`config.mk`:
```
export PLATFORM = sky130hd
export DESIGN_NAME = fp_add_normalize_round
export DESIGN_NICKNAME = d
export VERILOG_FILES = /design/src/rtl/fp_add_pkg.sv /design/src/rtl/fp_round_unit.sv /design/src/rtl/fp_add_normalize_round.sv
export SDC_FILE = /design/constraint.sdc
export NUM_CORES = 1
export LEC_CHECK = 0
export ABC_AREA = 1
export ABC_CLOCK_PERIOD_IN_PS = 3500
export BUFFER_PORTS_ARGS = -buffer_cell sky130_fd_sc_hd__buf_2
export CORE_ASPECT_RATIO = 1.5
export CORE_MARGIN = 1
export CORE_UTILIZATION = 57
export CTS_CLUSTER_SIZE = 30
export DETAILED_ROUTE_END_ITERATION = 8
export GPL_TIMING_DRIVEN = 0
export PLACE_DENSITY_LB_ADDON = 0.3
export SYNTH_ARGS = -nofsm -noshare
export SYNTH_HDL_FRONTEND = slang
export SYNTH_SLANG_ARGS = --single-unit
```
`constraint.sdc`:
```
create_clock -name clk -period 3.5 [get_ports clk]
set_clock_uncertainty 0.15 [all_clocks]
set_input_delay 0.875 -clock clk [delete_from_list [all_inputs] [get_ports clk]]
set_output_delay 0.875 -clock clk [all_outputs]
set_load 0.1 [all_outputs]
```
`src/rtl/fp_add_pkg.sv`:
```
// Shared definitions for the single-precision add/sub post-adder stage:
// default field widths, bias, state encoding and flag bit positions.
package fp_add_pkg;

  localparam int DEF_EXP_W  = 8;
  localparam int DEF_MANT_W = 24;
  localparam int BIAS       = 127;
  localparam int EXP_MAX    = (1 << DEF_EXP_W) - 1;

  // Normalise/round sequencer states
  typedef enum logic [1:0] {
    ST_IDLE  = 2'd0,
    ST_NORM  = 2'd1,
    ST_ROUND = 2'd2,
    ST_DONE  = 2'd3
  } state_t;

  // Bit positions inside out_flags = {overflow, underflow, zero}
  localparam int FLAG_ZERO = 0;
  localparam int FLAG_UNF  = 1;
  localparam int FLAG_OVF  = 2;

endpackage

```
`src/rtl/fp_round_unit.sv`:
```
// Combinational rounding for a normalised mantissa: rounding increment,
// renormalise on carry-out, and pack the result (or infinity on overflow).
// Build option: FP_ROUND_NEAREST_EN selects round-to-nearest-even;
// without it the mantissa is truncated and guard/sticky are ignored.
module fp_round_unit
  import fp_add_pkg::*;
#(
  parameter int EXP_W  = DEF_EXP_W,
  parameter int MANT_W = DEF_MANT_W
) (
  input  logic                        i_sign,
  input  logic signed [EXP_W+1:0]     i_exp,
  input  logic        [MANT_W:0]      i_mant,
  input  logic                        i_guard,
  input  logic                        i_sticky,
  output logic        [EXP_W+MANT_W-1:0] o_result,
  output logic                        o_overflow
);

  localparam logic signed [EXP_W+1:0] L_EXP_MAX = (EXP_W+2)'((1 << EXP_W) - 1);
  localparam logic signed [EXP_W+1:0] L_ONE     = (EXP_W+2)'(1);

  logic                    w_inc;
  logic [MANT_W:0]         w_sum;
  logic [MANT_W:0]         w_mant;
  logic signed [EXP_W+1:0] w_exp;
  logic [1:0]              w_unused_top;

`ifdef FP_ROUND_NEAREST_EN
  // Round half to even: bump when above half, or exactly half with odd LSB
  assign w_inc = i_guard & (i_sticky | i_mant[0]);
`else
  // Truncation never increments; guard/sticky are deliberately dropped
  logic w_unused_rnd;
  assign w_inc        = 1'b0;
  assign w_unused_rnd = i_guard ^ i_sticky;
`endif

  assign w_sum = i_mant + {{MANT_W{1'b0}}, w_inc};

  // Renormalise when the increment carried out of the hidden-bit position
  always_comb begin
    w_mant = w_sum;
    w_exp  = i_exp;
    if (w_sum[MANT_W]) begin
      w_mant = w_sum >> 1;
      w_exp  = i_exp + L_ONE;
    end
  end

  // Hidden bit and carry position are implied by the packed format
  assign w_unused_top = w_mant[MANT_W:MANT_W-1];

  // Saturate to infinity once the exponent reaches the all-ones code
  always_comb begin
    o_overflow = (w_exp >= L_EXP_MAX);
    if (o_overflow) begin
      o_result = {i_sign, {EXP_W{1'b1}}, {(MANT_W-1){1'b0}}};
    end else begin
      o_result = {i_sign, w_exp[EXP_W-1:0], w_mant[MANT_W-2:0]};
    end
  end

endmodule

```
`src/rtl/fp_add_normalize_round.sv`:
```
// Post-adder stage of the single-precision add/sub datapath: latches the ALU
// magnitude, normalises one bit per cycle, rounds via fp_round_unit, and
// holds the packed result until the consumer accepts it.
// Build option: FP_ROUND_NEAREST_EN (round-to-nearest-even; default truncate).
module fp_add_normalize_round
  import fp_add_pkg::*;
#(
  parameter int EXP_W  = DEF_EXP_W,
  parameter int MANT_W = DEF_MANT_W
) (
  input  logic                        clk,
  input  logic                        rst,
  input  logic                        in_valid,
  output logic                        in_ready,
  input  logic [MANT_W:0]             in_mant,
  input  logic                        in_sign,
  input  logic [EXP_W-1:0]            in_exp,
  input  logic                        in_guard,
  input  logic                        in_sticky,
  output logic                        out_valid,
  input  logic                        out_ready,
  output logic [EXP_W+MANT_W-1:0]     out_result,
  output logic [2:0]                  out_flags
);

  localparam logic signed [EXP_W+1:0] L_ONE = (EXP_W+2)'(1);

  state_t                     r_state, w_state_next;
  logic [MANT_W:0]            r_mant, w_mant_next;
  logic                       r_sign, w_sign_next;
  logic signed [EXP_W+1:0]    r_exp, w_exp_next;
  logic                       r_guard, w_guard_next;
  logic                       r_sticky, w_sticky_next;
  logic [EXP_W+MANT_W-1:0]    r_result, w_result_next;
  logic [2:0]                 r_flags, w_flags_next;

  logic [EXP_W+MANT_W-1:0]    w_round_result;
  logic                       w_round_ovf;

  fp_round_unit #(
    .EXP_W  (EXP_W),
    .MANT_W (MANT_W)
  ) u_round (
    .i_sign     (r_sign),
    .i_exp      (r_exp),
    .i_mant     (r_mant),
    .i_guard    (r_guard),
    .i_sticky   (r_sticky),
    .o_result   (w_round_result),
    .o_overflow (w_round_ovf)
  );

  assign in_ready   = (r_state == ST_IDLE);
  assign out_valid  = (r_state == ST_DONE);
  assign out_result = r_result;
  assign out_flags  = r_flags;

  // State register; reset abandons any operation in flight
  always_ff @(posedge clk or posedge rst) begin
    if (rst) r_state <= ST_IDLE;
    else     r_state <= w_state_next;
  end

  // Next-state and datapath updates; NORM checks are strictly prioritised
  always_comb begin
    w_state_next  = r_state;
    w_mant_next   = r_mant;
    w_sign_next   = r_sign;
    w_exp_next    = r_exp;
    w_guard_next  = r_guard;
    w_sticky_next = r_sticky;
    w_result_next = r_result;
    w_flags_next  = r_flags;
    case (r_state)
      ST_IDLE: begin
        if (in_valid) begin
          w_mant_next   = in_mant;
          w_sign_next   = in_sign;
          w_exp_next    = {2'b00, in_exp};
          w_guard_next  = in_guard;
          w_sticky_next = in_sticky;
          w_state_next  = ST_NORM;
        end
      end
      ST_NORM: begin
        if (r_mant == '0) begin
          // Exact cancellation always yields +0
          w_result_next           = '0;
          w_flags_next            = '0;
          w_flags_next[FLAG_ZERO] = 1'b1;
          w_state_next            = ST_DONE;
        end else if (r_mant[MANT_W]) begin
          // Carry out of the ALU: one right shift restores normal form
          w_mant_next   = r_mant >> 1;
          w_exp_next    = r_exp + L_ONE;
          w_guard_next  = r_mant[0];
          w_sticky_next = r_guard | r_sticky;
          w_state_next  = ST_ROUND;
        end else if (r_mant[MANT_W-1]) begin
          w_state_next = ST_ROUND;
        end else if (r_exp == L_ONE) begin
          // No denormal support: flush to a signed zero
          w_result_next          = {r_sign, {(EXP_W+MANT_W-1){1'b0}}};
          w_flags_next           = '0;
          w_flags_next[FLAG_UNF] = 1'b1;
          w_state_next           = ST_DONE;
        end else begin
          w_mant_next  = {r_mant[MANT_W-1:0], r_guard};
          w_guard_next = 1'b0;
          w_exp_next   = r_exp - L_ONE;
        end
      end
      ST_ROUND: begin
        w_result_next          = w_round_result;
        w_flags_next           = '0;
        w_flags_next[FLAG_OVF] = w_round_ovf;
        w_state_next           = ST_DONE;
      end
      ST_DONE: begin
        if (out_ready) w_state_next = ST_IDLE;
      end
      default: w_state_next = ST_IDLE;
    endcase
  end

  // Operand, working and result registers
  always_ff @(posedge clk or posedge rst) begin
    if (rst) begin
      r_mant   <= '0;
      r_sign   <= 1'b0;
      r_exp    <= '0;
      r_guard  <= 1'b0;
      r_sticky <= 1'b0;
      r_result <= '0;
      r_flags  <= '0;
    end else begin
      r_mant   <= w_mant_next;
      r_sign   <= w_sign_next;
      r_exp    <= w_exp_next;
      r_guard  <= w_guard_next;
      r_sticky <= w_sticky_next;
      r_result <= w_result_next;
      r_flags  <= w_flags_next;
    end
  end

endmodule

```
# Word-level counts from Yosys, hierarchy flattened
# Index checks and enable logic that the tools add are counted.
# classes
add_sub_neg	2
magnitude_cmp	1
eq_ne	13
mux	38
n_reduce_logical	9
# ops
operator	n
32-bit two-way mux	4
24-bit two-way mux	3
32-bit case mux with 2 select lines	1
10-bit two-way mux	6
25-bit two-way mux	2
25-bit case mux with 2 select lines	1
31-bit two-way mux	1
25-bit logical NOT	1
23-bit two-way mux	1
10-bit case mux with 2 select lines	1
3-bit inequality test, second input constant	5
2-bit two-way mux	6
3-bit two-way mux	4
10-bit by 2-bit adder with 10-bit output, second input constant	1
10-bit by 2-bit equality test with 1-bit output, second input constant	1
10-bit by 9-bit greater-or-equal comparator with 1-bit output, second input constant	1
10-bit by 2-bit subtractor with 10-bit output, second input constant	1
2-bit case mux with 4 select lines	1
3-bit case mux with 2 select lines	1
3-bit AND reduction	2
1-bit two-way mux	5
5-bit inequality test, second input constant	1
5-bit AND reduction	1
2-bit equality test, second input constant	2
8 further kinds	10
# totals
ff_bits	74
in_bits	40
out_inout_bits	37

# Logic depth before layout (Yosys ltp)
# Gate-level depths: netlist of run 1.
# depth
depth_word	6
depth_mapped	15
depth_no_buf	15

# Cells and area by module
# From an unflattened synthesis of run 1, not the netlist that was laid out.
# unflattened
hier_cells	771
area_unflattened_um2	5326.4
# modules_own_cells
module	instances	cells_each	area_per_inst_um2	seq_area_each_um2
fp_add_normalize_round	1	604	4431.8	1876.8
fp_round_unit	1	167	894.6	0.0

# Worst setup path before layout of run 1
# No wires, ideal clock.
# synth_path
path_kind	reg-to-reg
start	reg r_state[0]
end	reg r_mant[4]
arrival_ns	2.320
t_required_ns	3.222
path_slack_ns	0.903
stages_incl_launch_ff	12
n_path_buf	2
period_less_slack_ns	2.597
path_cell_list	dfrtp_1 inv_1 ha_1 nand2_1 inv_1 a21oi_1 nor2_1 nand2_2 buf_6 buf_6 nand2_1 o21ai_0
# synth_between
elab_chain_len	3
# synth_rtl
element	line_no	rtl
from (decl)	fp_add_normalize_round.sv:28	state_t r_state, w_state_next;
from (signal assigned)	fp_add_normalize_round.sv:61	else r_state <= w_state_next;
2-bit logical NOT (*)	-	
net in_ready	fp_add_normalize_round.sv:14	output logic in_ready,
2-bit inequality test (no source line) / 2-bit nonzero test (equally long branches)	-	
5-bit AND reduction (no source line)	-	
to (signal assigned)	fp_add_normalize_round.sv:137	r_mant <= w_mant_next;
to (decl)	fp_add_normalize_round.sv:29	logic [MANT_W:0] r_mant, w_mant_next;
# Mark *: on every way through the listed nets, which the timed path passes. The rest lies on a longest branch.
# A chain may end at the register's enable or synchronous reset.

# Worst setup path in the final report of run 1
# layout_path
start	reg r_mant[24]
end	reg r_result[0], in the netlist out_result[0]
# layout_between
elab_chain_len	4
# layout_rtl
element	line_no	rtl
10-bit two-way mux	fp_round_unit.sv:45	if (w_sum[MANT_W]) begin
10-bit by 9-bit greater-or-equal comparator with 1-bit output	fp_round_unit.sv:56	o_overflow = (w_exp >= L_EXP_MAX);
31-bit two-way mux	fp_round_unit.sv:57	if (o_overflow) begin
32-bit case mux with 2 select lines	fp_add_normalize_round.sv:74	case (r_state)
to (signal assigned)	fp_add_normalize_round.sv:142	r_result <= w_result_next;
to (decl)	fp_add_normalize_round.sv:34	logic [EXP_W+MANT_W-1:0] r_result, w_result_next;
# Parallel ways exist; a longest one is shown, timed or not.

==> results.yml, run 1 <==
finish:
  fin_nets: 783
  multi_input_area_sq_mm: 0.00226
  final_area_sq_mm: 0.00543
  drive_above_1_share_pct: 18.0
  final_cells: 841
  synthToLayoutAreaGrowth_pct: 18.9
  fillCellCount: 681
  antennaDiodeCount: 0
  seqCellArea_sq_mm: 0.00185
grt:
  antenna_found_initial: 0
  grt_max_degree: 54
  grt_pass1_vias: 4584
  gr-usage-all-layers_pct: 34.1
  grt_pass1_wl_um: 21500
  grt_overflow_total: 0
job:
  drv_cap: 0
yosys:
  ys_top_cells_by_count: "221 x nand2_1, 74 x dfrtp_1, 68 x o21ai_0"
  synthTopCellsByArea: "dfrtp_1 41%, nand2_1 18%, o21ai_0 7.5%, nand3_1 5.7%, inv_1 4.4%"
  synthFlopType: "dfrtp_1"
  synth-async-reset-ratio_pct: 100
  ys_ff_latch: 74
  ys_types: 34
  syn_avg_cell_area_sq_um: 7.06
  syn_inst: 647
  synth.most_common_cell: "nand2_1"
  synth.yosys.warnings: 0
  yosysSeqAreaShare_pct: 40.6
  yosysTopAreaCell: "dfrtp_1"
  synth_top_area_share_pct: 40.6
  syn_area_sq_mm: 0.00457
  synthesis.nets: 696
  synth_enable_flop_cells: 0
routing:
  drt-total-wl_um: 13300
  first_pass_iters: 6
  viasPerCell: 5.73
  num_vias: 4818
  ant_nets: 0
  drtIter0Drc: 594
  avgRoutedWirePerCell_um: 15.8
  drt_drc_violations_left: 0
worst_setup_path:
  worstRegToRegCells: 15
  crit_type: "flop to flop"
  critPathSlowestCell: "clkbuf_1"
  r2r-end: "out_result[0]"
  crit_path_max_incr_delay_ns: 0.47
  startpoint: "r_mant[24]"
  timing.rr.start: "r_mant[24]"
  rrSetupSlack_ns: 0.63
  required_ns: 3.58
  start_kind: "flop"
  cp_cell_sequence: "buf_4, inv_1, buf_2, clkbuf_1, ha_1, nand2_1, a21oi_1, nand2_1, nor2_1, nand3_1, nand2_2, nand2_2, buf_6, nand3_1, nand2_1"
  crit_fanout: 10
  path_common_cell: "nand2_1"
  endpoint: "out_result[0]"
  worstPathArrival_ns: 2.95
  endpoint_kind: "flop"
die:
  row_count: 39
  fp.dieH_um: 112
  start_util_pct: 59.2
  core_area_sq_mm: 0.00771
  die_w_um: 75.1
  die_area_sq_mm: 0.00838
  ioPinCount: 77
placed_design:
  hpwl_um: 9610
  place_inst: 825
  port_buffers: 75
  gp_congestion: 0.969
  postPlaceCellArea_sq_mm: 0.00510
run_status:
  status: "finished, final reports clean"
clocking:
  cts_buffers: 9
  cts_root_buf: "clkbuf_16"
  cts.sinks: 74
  tritoncts: "built"
  ctsResizeCount: 0
  clk_pin_slew_ns: 0.06
  cts_setup_buffers: 0
  ctsHoldBuffers: 0
  clk_path_buf_depth: 2
  insertion_delay_ns: 0.34
  cts_htree_levels: 3
sta:
  slew-limit-headroom_pct: 60.4
  report.final.slew_viol_count: 0
  post-route-period-util_pct: 82.1
  rsz0062_at_grt: "false"
  min_period_ns: 2.87
  worst_hold_slack_ns: 0.323
  tightest_slew_ns: 0.593
  tns_ns: 0
  fmaxAchievable_mhz: 348
  finalHoldViolCount: 0
  setup_viol: 0
min_path:
  hold_path_class: "flop to flop"
-- worst max-delay path: cells and delay by family, from the launching register on --
kind,cells,cell delay (ns)
AO/OA/AOI/OAI,1,0.12
adder cells (fa/ha/maj),1,0.25
buffers and inverters,5,1.17
flip-flops,1,0.38
AND/OR/NAND/NOR,8,0.68
-- how the worst min path moves through the flow --
stage                    from              to  slack (ns)  cells past startpoint
2_1_floorplan          r_sign          r_sign        0.30                      2
5_1_grt         out_result[7]   out_result[7]        0.35                      2
3_5_place_dp    out_result[8]   out_result[8]        0.31                      2
6_report       out_result[13]  out_result[13]        0.32                      2
3_3_place_gp   out_result[11]  out_result[11]        0.31                      2
4_1_cts        out_result[13]  out_result[13]        0.33                      2
-- registers in the layout (all words and copies together) (netlist names) --
| name | count |
|---|---|
| out_result | 32 |
| r_mant | 25 |
| r_exp | 10 |
| out_flags | 3 |
| r_state | 2 |
| r_guard | 1 |
| r_sign | 1 |
-- per-layer routing --
metal	global-route usage, %	wire, um	up-vias
met5	0	0	-
met4	18.1	608	0
met3	5.52	891	45
met2	57.7	6850	252
met1	40.1	4930	2225
li1	-	-	2296
-- layout by cell type, fill, tap and decap left out, drive strengths merged --
cell type,instances
a41oi,1
o221ai,1
a21o,2
clkinv,1
ha,9
o31ai,2
nand4,7
nand3,53
a31oi,1
dfrtp,74
o2111ai,1
buf,97
o211ai,4
nor3,23
clkbuf,25
xor2,1
o22ai,20
a21oi,10
o21ai,77
inv,61
nor2,37
nand2,228
clkinvlp,2
bufinv,2
-- per-stage QoR --
step / setup slack, ns / util (%)
5_1_grt: 0.460 / 70.4
3_3_place_gp: -0.290 / 65.7
6_report: 0.628 / 70.4
3_5_place_dp: 0.724 / 66.1
4_1_cts: 0.652 / 70.4
2_1_floorplan: 0.593 / -
-- layout make-up --
type,count,share of cell area [%]
plain buffers,36,4.24
well taps,102,2.35
clock inverters,6,1.64
multi-input cells,477,41.6
clock buffers,10,4.40
flip-flops and latches,74,34.1
repair buffers,76,7.42
inverters,60,4.24
-- cells by family (layout without fill, tap and decap cells) --
| logic type | Yosys count | after routing | share of synthesized area [%] |
|---|---|---|---|
| simple gates | 348 | 348 | 32.1 |
| compound gates | 119 | 119 | 14.6 |
| buf+inv | 96 | 188 | 10.0 |
| flops | 74 | 74 | 40.6 |
| fa+ha+maj | 9 | 9 | 2.47 |
| xor+xnor | 1 | 1 | 0.192 |
Power of run 1 is not shown: default switching activity piles up to over one toggle a cycle in this logic, so the estimate is an artifact.
==> inputs of run 2 (changes only) <==
- ABC_CLOCK_PERIOD_IN_PS: 3500 -> 2510
- CORE_UTILIZATION: 57 -> 51
- clock period: 3.5 -> 2.51 ns (I/O delays scaled with it)
==> run 2 against run 1 <==
Against the previous run:
- global-route usage is 3.9 points lower
- core utilization is 7.2 points lower
- cell count is 0.48% higher
- critical path depth is 12 lower
- routed wire length is 1.2% higher
- sequential share of layout area is 0.10 points higher
- critical path type is now flop to output pin
- highest routed layer unchanged
==> results.yml, run 2 (same netlist as run 1, synthesis figures left out) <==
run_status:
  status: "finished, final reports clean"
finish:
  largest_reg_flops: 32
  fillCellCount: 768
  fin_nets: 782
  postLayoutCoreUtil_pct: 63.2
  final_common_cell: "nand2_1"
  final_cells: 845
  layout_common_cells: "221 x nand2_1, 80 x buf_2, 73 x dfrtp_1"
  synthToLayoutAreaGrowth_pct: 18.6
  antennaDiodeCount: 0
  drive_above_1_share_pct: 18.6
grt:
  grt_overflow_total: 0
  grt_pass1_wl_um: 21700
  grt_pass1_vias: 4508
  grt_max_degree: 39
  gr-usage-all-layers_pct: 30.2
  antenna_found_initial: 0
worst_setup_path:
  endpoint: "in_ready"
  timing.rr.start: "r_mant[24]"
  worstPathArrival_ns: 1.55
  rrSetupSlack_ns: 0.23
  crit_fanout: 5
  crit_type: "flop to output pin"
  required_ns: 1.73
  start_kind: "flop"
  startpoint: "r_state[0]"
  endpoint_kind: "output pin"
  r2r-end: "out_result[19]"
  worstRegToRegCells: 14
die:
  row_count: 41
  core_area_sq_mm: 0.00857
  start_util_pct: 53.3
  fp.dieH_um: 118
  die_area_sq_mm: 0.00934
  ioPinCount: 77
  die_w_um: 79.3
clocking:
  cts_buffers: 9
  cts.sinks: 74
  tritoncts: "built"
  cts_htree_levels: 3
  clk_path_buf_depth: 2
  insertion_delay_ns: 0.35
  clk_pin_slew_ns: 0.07
  cts_setup_buffers: 0
  cts_root_buf: "clkbuf_16"
sta:
  setup_viol: 0
  finalHoldViolCount: 0
  tightest_slew_ns: 0.836
  fmaxAchievable_mhz: 430
  min_period_ns: 2.32
  slew-limit-headroom_pct: 44.2
  rsz0062_at_grt: "false"
  post-route-period-util_pct: 92.6
  report.final.slew_viol_count: 0
routing:
  viasPerCell: 5.58
  avgRoutedWirePerCell_um: 15.9
  first_pass_iters: 5
  drt_drc_violations_left: 0
  drtIter0Drc: 471
  ant_nets: 0
  num_vias: 4714
  drt-total-wl_um: 13400
placed_design:
  port_buffers: 75
  gp_congestion: 0.925
  hpwl_um: 9800
  place_inst: 830
job:
  drv_cap: 0
min_path:
  hold_path_class: "input pin to asynchronous set/reset pin"
run 2: changes by cell type in the layout (fill, tap and decap cells not counted), sizes merged:
cell | previous run | this run
bufinv | 2 | 1
clkbuf | 25 | 24
clkinv | 1 | 3
inv | 61 | 60
run 2: worst min path at each step:
stage,startpoint,end,slack [ns],cells past startpoint
final,rst,out_result[3],0.29,2
after global routing,out_result[13],out_result[13],0.34,2
after CTS,rst,out_result[7],0.32,2
after detailed placement,out_result[11],out_result[11],0.31,2
after global placement,out_result[14],out_result[14],0.31,2
after floorplan,r_sign,r_sign,0.30,2
run 2: what timing repair did:
action	in CTS	in global routing
gates resized for setup	0	8
hold buffers	0	0
setup endpoints to repair	30	53
endpoints found under the hold margin	0	0
run 2: cell type report:
class / instances / area [sq um] / area share, %
multi-input combinational: 477 / 2260 / 41.7
tap: 107 / 134 / 2.47
timing repair buffer: 76 / 395 / 7.30
clock inverter: 6 / 65.1 / 1.20
clock buffer: 10 / 239 / 4.41
sequential: 74 / 1850 / 34.2
inverter: 60 / 231 / 4.28
buffer: 35 / 238 / 4.39
run 2: layer usage:
layer	track usage, %	wire length, um	up-vias
li1	-	-	2285
met2	53.4	6920	199
met4	13.3	507	0
met1	34.6	5260	2191
met3	5.43	731	39
met5	0	0	-
run 2: worst max-delay path, cell delays in order, from the launching register on:
cell and delay (ns):
dfrtp_1 0.41, inv_1 0.15, ha_2 0.22, buf_2 0.43
run 2: through the flow:
stage          setup TNS [ns]  hold slack [ns]  instance area (sq um)  setup slack (ns)
6_report                    0            0.290                   5410             0.185
5_1_grt                     0            0.340                   5410            0.0192
4_1_cts                     0            0.316                   5400            0.0783
3_5_place_dp            -4.47            0.310                   5100            -0.212
3_3_place_gp            -5.07            0.307                   5080            -0.224
2_1_floorplan               0            0.299                   4570             0.235
Power of run 2 is left out for the same reason.
==> inputs of run 3 (changes only) <==
- CORE_MARGIN: 1 -> 2
==> run 3 against run 2 <==
Against the previous run:
- via count increased by 0.32%
- non-clock buffer count is 2 higher
- design area is 0.23% higher
- critical path type is now flop to flop
==> results.yml, run 3 (same netlist as run 1, synthesis figures left out) <==
finish:
  seqCellArea_sq_mm: 0.00185
  final_common_cell: "nand2_1"
  fin_nets: 784
  synthToLayoutAreaGrowth_pct: 18.9
  fillCellCount: 812
  layout_common_cells: "221 x nand2_1, 80 x buf_2, 72 x dfrtp_1"
  antennaDiodeCount: 0
  largest_reg_flops: 32
  multi_input_area_sq_mm: 0.00226
  drive_above_1_share_pct: 18.5
  postLayoutCoreUtil_pct: 61.8
clocking:
  cts.sinks: 74
  cts_root_buf: "clkbuf_16"
  insertion_delay_ns: 0.33
  clk_path_buf_depth: 2
  clk_pin_slew_ns: 0.06
  tritoncts: "built"
  cts_htree_levels: 3
  ctsHoldBuffers: 0
  cts_buffers: 9
grt:
  grt_max_degree: 34
  gr-usage-all-layers_pct: 29.0
  antenna_found_initial: 0
  grt_pass1_wl_um: 21600
  grt_overflow_total: 0
  grt_pass1_vias: 4744
die:
  start_util_pct: 52.0
  die_w_um: 81.3
  row_count: 42
  ioPinCount: 77
  die_area_sq_mm: 0.00974
  core_area_sq_mm: 0.00878
  fp.dieH_um: 120
routing:
  drtIter0Drc: 406
  avgRoutedWirePerCell_um: 15.9
  drt-total-wl_um: 13500
  num_vias: 4729
  drt_drc_violations_left: 0
  ant_nets: 0
  first_pass_iters: 6
  viasPerCell: 5.56
min_path:
  hold_path_class: "input pin to asynchronous set/reset pin"
worst_setup_path:
  start_kind: "flop"
  path_common_cell: "nand2_1"
  endpoint_kind: "flop"
  crit_type: "flop to flop"
  required_ns: 2.59
  worstPathArrival_ns: 2.42
  critPathBufInv: 4
  cp_cell_sequence: "buf_4, inv_1, buf_6, ha_1, nand2_1, a21oi_1, nand2_1, nor2_1, nand3_1, nand2_2, nand2_2, buf_6, nand3_1, nand2_1"
  crit_family: "simple AND/OR/NAND/NOR gates"
  crit_path_max_incr_delay_ns: 0.36
  crit_fanout: 19
  critPathSlowestCell: "dfrtp_1"
placed_design:
  gp_congestion: 0.952
  port_buffers: 75
  hpwl_um: 10100
sta:
  rsz0062_at_grt: "false"
  post-route-period-util_pct: 93.5
  fmaxAchievable_mhz: 426
  tightest_slew_ns: 0.613
  min_period_ns: 2.35
  report.final.slew_viol_count: 0
  setup_viol: 0
  finalHoldViolCount: 0
  slew-limit-headroom_pct: 59.2
job:
  drv_cap: 0
run_status:
  status: "finished, final reports clean"
==> run 3: cell types whose count changed in the layout (fill, tap and decap cells not counted), sizes merged <==
cell	before	now
buf	97	99
clkbuf	24	25
clkinv	3	2
clkinvlp	2	3
inv	60	59
==> run 3: final cells by class <==
cell class	count	area share, %
plain buffers	35	4.31
flip-flops and latches	74	34.2
clock inverters	5	1.01
clock buffers	11	4.29
well taps	110	2.54
repair buffers	78	7.79
inverters	60	4.27
multi-input cells	477	41.6
==> run 3: worst paths after layout <==
kind	from	end	slack, ns	cells after the start
hold / removal	rst	r_mant[7]	0.11	2
min in group clk	out_result[19]	out_result[19]	0.32	2
max in group asynchronous	rst	r_mant[22]	1.63	3
setup / recovery	r_mant[24]	out_result[17]	0.16	14
setup reg to reg	r_mant[24]	out_result[17]	0.16	14
hold reg to reg	out_result[19]	out_result[19]	0.32	2
==> run 3: repair_timing <==
| action | CTS | global route |
|---|---|---|
| gates resized for setup | 0 | 7 |
| setup buffers | 0 | 1 |
| endpoints found under the setup margin | 30 | 53 |
==> run 3: per-layer routing <==
metal / track usage [%] / routed length, um / share of wire, %
met1: 31.6 / 5110 / 38
met2: 51.2 / 7000 / 52
met3: 4.89 / 826 / 6.1
met4: 16.8 / 595 / 4.4
met5: 0 / 0 / 0
==> run 3: per-stage QoR <==
stage               std cells  setup slack, ns  TNS (ns)  hold slack (ns)  area, sq um
floorplan                 647            0.235         0            0.299         4570
global placement          832           -0.209     -4.55            0.307         5080
detailed placement        834           -0.234     -5.32            0.311         5120
CTS                       849           0.0458         0            0.116         5410
global route              850         0.000729         0            0.122         5430
finish                    850            0.163         0            0.108         5430
Power of run 3 is left out for the same reason.
